==> src/rtl/gcd_job_ctrl.sv <==
// Round-robin GCD job sequencer in front of the GCD-program CPU; one job in flight at a time.
// Optional: define GCD_CTRL_ZERO_BYPASS_EN to answer zero-operand jobs directly without running the CPU.
module gcd_job_ctrl #(
  parameter logic [31:0] HALT_PC      = 32'h0000_0040,
  parameter int          RST_CYCLES   = 2,
  parameter int          START_CYCLES = 6,
  parameter int          TIMEOUT      = 1024
) (
  input  logic        clk,
  input  logic        rst_n,
  input  logic        req0_valid,
  output logic        req0_ready,
  input  logic [31:0] req0_a,
  input  logic [31:0] req0_b,
  input  logic        req1_valid,
  output logic        req1_ready,
  input  logic [31:0] req1_a,
  input  logic [31:0] req1_b,
  output logic        cpu_rst_n,
  output logic        cpu_calc_start,
  output logic [31:0] cpu_gcd_a,
  output logic [31:0] cpu_gcd_b,
  input  logic [31:0] cpu_pc,
  input  logic [31:0] cpu_gcd_result,
  output logic        rsp_valid,
  input  logic        rsp_ready,
  output logic        rsp_id,
  output logic [31:0] rsp_result,
  output logic        rsp_timeout,
  output logic        busy,
  output logic [2:0]  state_dbg
);

  localparam logic [2:0] S_IDLE    = 3'd0;
  localparam logic [2:0] S_CPU_RST = 3'd1;
  localparam logic [2:0] S_START   = 3'd2;
  localparam logic [2:0] S_RUN     = 3'd3;
  localparam logic [2:0] S_RESP    = 3'd4;

  localparam logic [15:0] RST_LAST     = 16'(RST_CYCLES - 1);
  localparam logic [15:0] START_LAST   = 16'(START_CYCLES - 1);
  localparam logic [15:0] TIMEOUT_LAST = 16'(TIMEOUT - 1);

  logic [2:0]  state;
  logic [15:0] cnt;
  logic        rr_last;
  logic        job_id;
  logic        halt_q;
  logic        grant0;
  logic        grant1;
  logic        gnt_id;
  logic [31:0] gnt_a;
  logic [31:0] gnt_b;
  logic        zero_job;
  logic        pc_at_halt;

  // Handshakes: a transfer happens on the rising edge where valid and ready are both high;
  // valid never waits on ready, and ready is only offered while IDLE.
  always_comb begin
    grant0 = 1'b0;
    grant1 = 1'b0;
    if (state == S_IDLE) begin
      if (req0_valid && req1_valid) begin
        grant0 = rr_last;
        grant1 = !rr_last;
      end else begin
        grant0 = req0_valid;
        grant1 = req1_valid;
      end
    end
  end

  assign req0_ready = grant0;
  assign req1_ready = grant1;
  assign gnt_id     = grant1;
  assign gnt_a      = grant1 ? req1_a : req0_a;
  assign gnt_b      = grant1 ? req1_b : req0_b;
  assign pc_at_halt = (cpu_pc == HALT_PC);
  assign busy       = (state != S_IDLE);
  assign state_dbg  = state;

`ifdef GCD_CTRL_ZERO_BYPASS_EN
  assign zero_job = (gnt_a == 32'd0) || (gnt_b == 32'd0);
`else
  assign zero_job = 1'b0;
`endif

  always_ff @(posedge clk or negedge rst_n) begin
    if (!rst_n) begin
      state          <= S_IDLE;
      cnt            <= 16'd0;
      rr_last        <= 1'b1;
      job_id         <= 1'b0;
      halt_q         <= 1'b0;
      cpu_rst_n      <= 1'b0;
      cpu_calc_start <= 1'b0;
      cpu_gcd_a      <= 32'd0;
      cpu_gcd_b      <= 32'd0;
      rsp_valid      <= 1'b0;
      rsp_id         <= 1'b0;
      rsp_result     <= 32'd0;
      rsp_timeout    <= 1'b0;
    end else begin
      case (state)
        S_IDLE: begin
          if (grant0 || grant1) begin
            cpu_gcd_a <= gnt_a;
            cpu_gcd_b <= gnt_b;
            job_id    <= gnt_id;
            rr_last   <= gnt_id;
            cnt       <= 16'd0;
            if (zero_job) begin
              // gcd(0,x)=x and gcd(0,0)=0, so OR-ing the operands is the answer
              rsp_valid   <= 1'b1;
              rsp_id      <= gnt_id;
              rsp_result  <= gnt_a | gnt_b;
              rsp_timeout <= 1'b0;
              state       <= S_RESP;
            end else begin
              state <= S_CPU_RST;
            end
          end
        end
        S_CPU_RST: begin
          if (cnt == RST_LAST) begin
            cnt            <= 16'd0;
            cpu_rst_n      <= 1'b1;
            cpu_calc_start <= 1'b1;
            state          <= S_START;
          end else begin
            cnt <= cnt + 16'd1;
          end
        end
        S_START: begin
          if (cnt == START_LAST) begin
            cnt            <= 16'd0;
            cpu_calc_start <= 1'b0;
            halt_q         <= 1'b0;
            state          <= S_RUN;
          end else begin
            cnt <= cnt + 16'd1;
          end
        end
        S_RUN: begin
          // A single HALT_PC sample can be a passing branch; require two in a row.
          halt_q <= pc_at_halt;
          if (pc_at_halt && halt_q) begin
            rsp_result  <= cpu_gcd_result;
            rsp_timeout <= 1'b0;
            rsp_valid   <= 1'b1;
            rsp_id      <= job_id;
            cpu_rst_n   <= 1'b0;
            state       <= S_RESP;
          end else if (cnt == TIMEOUT_LAST) begin
            rsp_result  <= 32'd0;
            rsp_timeout <= 1'b1;
            rsp_valid   <= 1'b1;
            rsp_id      <= job_id;
            cpu_rst_n   <= 1'b0;
            state       <= S_RESP;
          end else begin
            cnt <= cnt + 16'd1;
          end
        end
        S_RESP: begin
          if (rsp_ready) begin
            rsp_valid <= 1'b0;
            state     <= S_IDLE;
          end
        end
        default: begin
          cpu_rst_n      <= 1'b0;
          cpu_calc_start <= 1'b0;
          rsp_valid      <= 1'b0;
          state          <= S_IDLE;
        end
      endcase
    end
  end

endmodule
==> config.mk <==
export PLATFORM = sky130hd
export DESIGN_NAME = gcd_job_ctrl
export DESIGN_NICKNAME = d
export VERILOG_FILES = /design/src/rtl/gcd_job_ctrl.sv
export SDC_FILE = /design/constraint.sdc
export NUM_CORES = 1
export LEC_CHECK = 0
export CAP_MARGIN = 20
export CORE_MARGIN = 4
export CORE_UTILIZATION = 27
export DETAILED_ROUTE_END_ITERATION = 8
export GPL_TIMING_DRIVEN = 0
export PLACE_DENSITY = 0.71
export SLEW_MARGIN = 5
export SYNTH_ARGS = -nofsm -noshare
export SYNTH_HDL_FRONTEND = slang
export SYNTH_SLANG_ARGS = --single-unit
==> constraint.sdc <==
create_clock -name clk -period 2.3 [get_ports clk]
set_clock_uncertainty 0.1 [all_clocks]
set_input_delay 0.46 -clock clk [delete_from_list [all_inputs] [get_ports clk]]
set_output_delay 0.46 -clock clk [all_outputs]
set_load 0.02 [all_outputs]
### Word level (Yosys, flattened, before mapping)

Cells that the tools add are included.
W data, S select, Z words.

* register bits after elaboration: 123
* bits of input ports: 197
* word-level logic and storage cells: 87

* add/sub/neg operators: 1
* equal/unequal tests: 15
* mux-type cells: 35
* bitwise gates (word level): 3
* reduce and logical (&&, ||, !) cells: 20

Operators with widths (count)
* $mux W32: 4
* $mux W16: 5
* $pmux W16 S4: 1
* $eq A32 B7 Y1 const B: 1
* $mux W3: 6
* $add A16 B1 Y16 const B: 1
* $eq A16 B1 Y1 const B: 1
* $eq A16 B10 Y1 const B: 1
* $eq A16 B3 Y1 const B: 1
* $pmux W3 S5: 1
* $mux W1: 14
* $ne A2 B2 Y1 const B: 5
* $pmux W1 S3: 3
* $reduce_and A3 Y1: 3
* $reduce_or A3 Y1: 3
* $eq A3 B2 Y1 const B: 2
* $reduce_and A2 Y1: 3
* $reduce_and A5 Y1: 1
* $reduce_and A4 Y1: 1
* $reduce_bool A2 Y1: 2
* $reduce_bool A4 Y1: 1
* $eq A3 B1 Y1 const B: 1
* $eq A3 B3 Y1 const B: 1
* $logic_not A3 Y1: 1
* other kinds (8): 11

### Depth between registers and ports, before layout

* depth in word-level cells: 6
* gate-level depth with buffers: 9
* gate-level depth less buffers: 8

### Least setup slack after synthesis

No wires, ideal clock.

* kind: reg-to-output
* from: reg state[1], in the netlist state_dbg[1]
* to: out req1_ready
* arrival time: 1571 ps
* path slack: 169 ps
* cell stages (with the launch flop): 7
* path buffers: 3
* path through: dfrtp_1 > buf_4 > nor3_2 > nand3_1 > clkbuf_1 > clkbuf_1 > inv_1

* cells in the longest elaborated chain, start to end: 2

Ends and longest elaborated chain
* start, declared: RTL line 44 `logic [2:0] state;`
* start signal, assigned: RTL line 90 `state <= S_IDLE;`
* start signal, assigned: RTL line 118 `state <= S_RESP;`
* start signal, assigned: RTL line 120 `state <= S_CPU_RST;`
* $logic_not A3 Y1: RTL line 62 `if (state == S_IDLE) begin`
* $mux W1: RTL line 62
* end, declared: RTL line 16 `output logic req1_ready,`

Every way passes these cells.

### Final worst setup path

* from: reg state[2], in the netlist state_dbg[2]
* to: out req1_ready

Same word-level chain as after synthesis.

==> flow_summary.json <==
{
  "synth_area_per_cell_sq_um": 9.290,
  "via_per_inst": 4.847,
  "clkSlewWorstSetupHoldPaths_ns": 0.06,
  "cap_violations": 0,
  "synthesis.nets": 811,
  "slew_viol_final": 0,
  "r2r_slack_ns": 0.14,
  "synth_cell_types": 47,
  "cp_slowest_stage_delay_ns": 0.43,
  "htree_levels": 4,
  "async_flop_share_pct": 100.0,
  "synth_edf_count": 0,
  "met3_length_mm": 1.409,
  "total_leakage_power_nw": 4.181,
  "hpwlAfterDp_mm": 15.73,
  "end_kind": "primary output",
  "grt_setup_unrepaired": "true",
  "fmax_mhz": 430.2,
  "final_area_sq_um": 9826,
  "register_area_sq_um": 3080,
  "ir_worst_vdd_mv": 0.4313,
  "start_util_pct": 27.74,
  "r2r-start": "state_dbg[2]",
  "finalWirelength_mm": 21.10,
  "syn_to_final_growth_pct": 72.82,
  "place_congestion": 0.8500,
  "setup_tns_ns": -0.02445,
  "synth.top_cells.by_count": "145 x nand2_1, 122 x dfrtp_1, 75 x nor2_1, 65 x a31oi_1, 32 x a22o_1",
  "worst-path-max-fanout": 5,
  "critPathLaunchType": "flop",
  "worst_pin_slew_ns": 0.6272,
  "cts_root_buf": "clkbuf_16",
  "slowest_stage": "dfrtp_1",
  "n_fill_cell": 1961,
  "ys.flop_type": "dfrtp_1",
  "grt_pass1_vias": 5861,
  "synth_cells": 612,
  "routedWlPerCell_um": 17.20,
  "yosysMostFrequentCell": "nand2_1",
  "layout_setup_ws_ns": -0.02445,
  "maxSlewHeadroom_pct": 58.19,
  "multi_input_area_sq_um": 2390,
  "crit_chain": "nor3_4 -> buf_4 -> nand3_4 -> clkbuf_16 -> inv_4 -> buf_6",
  "period_minus_slack_ns": 2.324,
  "firstDrtPassIters": 5,
  "top_layer": "met4",
  "r2r_end": "cpu_gcd_b[6]",
  "failed_checks": "setup timing",
  "clk_path_buf_depth": 2,
  "die_y_um": 153.1,
  "crit_cells": 6,
  "grt-ovfl-total": 0,
  "ys_warn_count": 0,
  "drt-met1-wl_mm": 9.019,
  "hold_path.class": "flop to flop",
  "fin_worst_hold_slack_ns": 0.3817,
  "cts_made_buffers": 17,
  "drc_errors": 0,
  "r2r_cells": 8,
  "worst-setup-path-type": "flop to primary output",
  "die-area_sq_um": 23440,
  "clkLatencyLatePin_ns": 0.41,
  "cp_data_arrival_time_ns": 1.76,
  "post-route-period-util_pct": 101.1,
  "ys_seq_area_share_pct": 54.16,
  "finalNonFillerCells": 1227,
  "vias": 5947,
  "yosysTopAreaCellShare_pct": 53.70,
  "setup_viol": 1,
  "syn_area_sq_um": 5685,
  "die_w_um": 153.1,
  "finalHoldViolCount": 0,
  "ant_nets": 0,
  "placed_cells": 1186,
  "power.density_nw_per_um2": 1000,
  "drt_iter0_markers": 356,
  "worstPathRequired_ns": 1.74,
  "cts_tree": "built",
  "timing.critical_path.buf_inv": 4,
  "drive_gt1_share_pct": 9.195,
  "ios": 304,
  "dr_wl_met2_mm": 10.13,
  "cp-startpoint": "state_dbg[2]",
  "diodes": 0,
  "post_dp_cell_area_sq_um": 9085,
  "cts.sinks": 123,
  "grt_pass1_wl_mm": 32.73,
  "rows": 52,
  "status": "finished, violations left",
  "cp_top_family": "buffers and inverters",
  "portBuffers": 303,
  "worstSetupEndpoint": "req1_ready",
  "final_nets": 1143,
  "grt_max_degree": 65,
  "coreArea_sq_um": 20490,
  "yosysTopAreaCell": "dfrtp_1",
  "ys_seq_elements": 123,
  "synthTopCellsByArea": "dfrtp_1 54%, nand2_1 9.6%, a31oi_1 7.2%",
  "antenna_found_initial": 0,
  "grt_use_total_pct": 17.36
}
[layout make-up]
| cell class | count | area share, % |
|---|---|---|
| multi-input cells | 437 | 24.32 |
| inverters | 7 | 0.3183 |
| repair buffers | 314 | 31.96 |
| flip-flops and latches | 123 | 31.35 |
| plain buffers | 44 | 2.852 |
| clock inverters | 15 | 1.426 |
| well taps | 270 | 3.438 |
| clock buffers | 17 | 4.330 |
[worst min path at each step]
| stage | slack [ns] | cells past startpoint | startpoint | to |
|---|---|---|---|---|
| 2_1_floorplan | 0.06 | 0 | rst_n | cnt[0] |
| 3_3_place_gp | 0.38 | 2 | job_id | job_id |
| 3_5_place_dp | 0.38 | 2 | job_id | job_id |
| 4_1_cts | 0.39 | 2 | job_id | job_id |
| 5_1_grt | 0.41 | 1 | rsp_result[23] | rsp_result[23] |
| 6_report | 0.38 | 2 | job_id | job_id |
[metal layers]
metal	vias up	GRT usage [%]
li1	2834	-
met3	38	4.156
met1	2836	22.61
met4	0	6.364
met5	-	0
met2	239	28.18
[power breakdown]
part           leakage (nW)  switching (mW)  internal (mW)  total, mW
clock network         0.267            1.10           1.50       2.60
registers              1.54           0.403           2.86       3.26
logic                  2.38            2.00           1.97       3.97
total                  4.18            3.50           6.33       9.83
[cells in the final DEF, fill, tap and decap left out, types with 3 or more instances in the layout]
master           count
buf_4               11
a31oi_1             65
clkinv_4             3
o21ai_0             13
o31ai_1              9
clkdlybuf4s50_1    299
nand2b_1             3
nor3_1               3
and3_1               5
clkinvlp_4           4
clkbuf_16           18
a21o_1               3
inv_6                5
inv_1                4
nand2_1            145
and4_1               5
clkbuf_1            20
a21oi_1              7
buf_2               12
nor2_1              75
a211oi_1             3
nor4_1               9
o21ai_1              7
nand3_1             14
nand4_1              7
buf_6               11
a22o_1              32
dfrtp_1            121
[flip-flops by register name, indices dropped and copies added (netlist names)]
name and flops:
cnt 16, cpu_calc_start 1, cpu_gcd_a 32, cpu_gcd_b 32, cpu_rst_n 1, halt_q 1, job_id 1, rr_last 1
rsp_id 1, rsp_result 32, rsp_timeout 1, rsp_valid 1, state_dbg 3
[logic make-up after synthesis]
family                   share of synthesized area, %
buffers and inverters                           4.819
adder cells (fa/ha/maj)                        0.4401
AND/OR/NAND/NOR                                 21.99
multiplexers                                   0.4401
flip-flops                                      54.16
AO/OA/AOI/OAI                                   18.16
[worst min-delay path: cells and delay by family, from the launching register on]
kind | cells | cell delay, ns
simple gates | 2 | 0.10
flops | 1 | 0.35
[through the flow]
| step | worst slack, ns | power [mW] | util (%) |
|---|---|---|---|
| final | -0.02445 | 9.829 | 47.94 |
| after global routing | -0.1020 | 10.38 | 47.94 |
| after CTS | -0.1073 | 9.885 | 47.64 |
| after detailed placement | -1.155 | 7.170 | 44.33 |
| after global placement | -4.569 | 7.128 | 44.19 |
| after floorplan | 0.1695 | 5.160 | - |
[timing repair]
item | CTS | global route
gates resized for setup | 29 | 8
pin swaps | 2 | 2
endpoints found under the hold margin | 59 | 0
buffers inserted | 5 | 4
hold buffers | 1 | 0
endpoints found under the setup margin | 9 | 22
No activity file was read; power rests on OpenSTA's default activity.
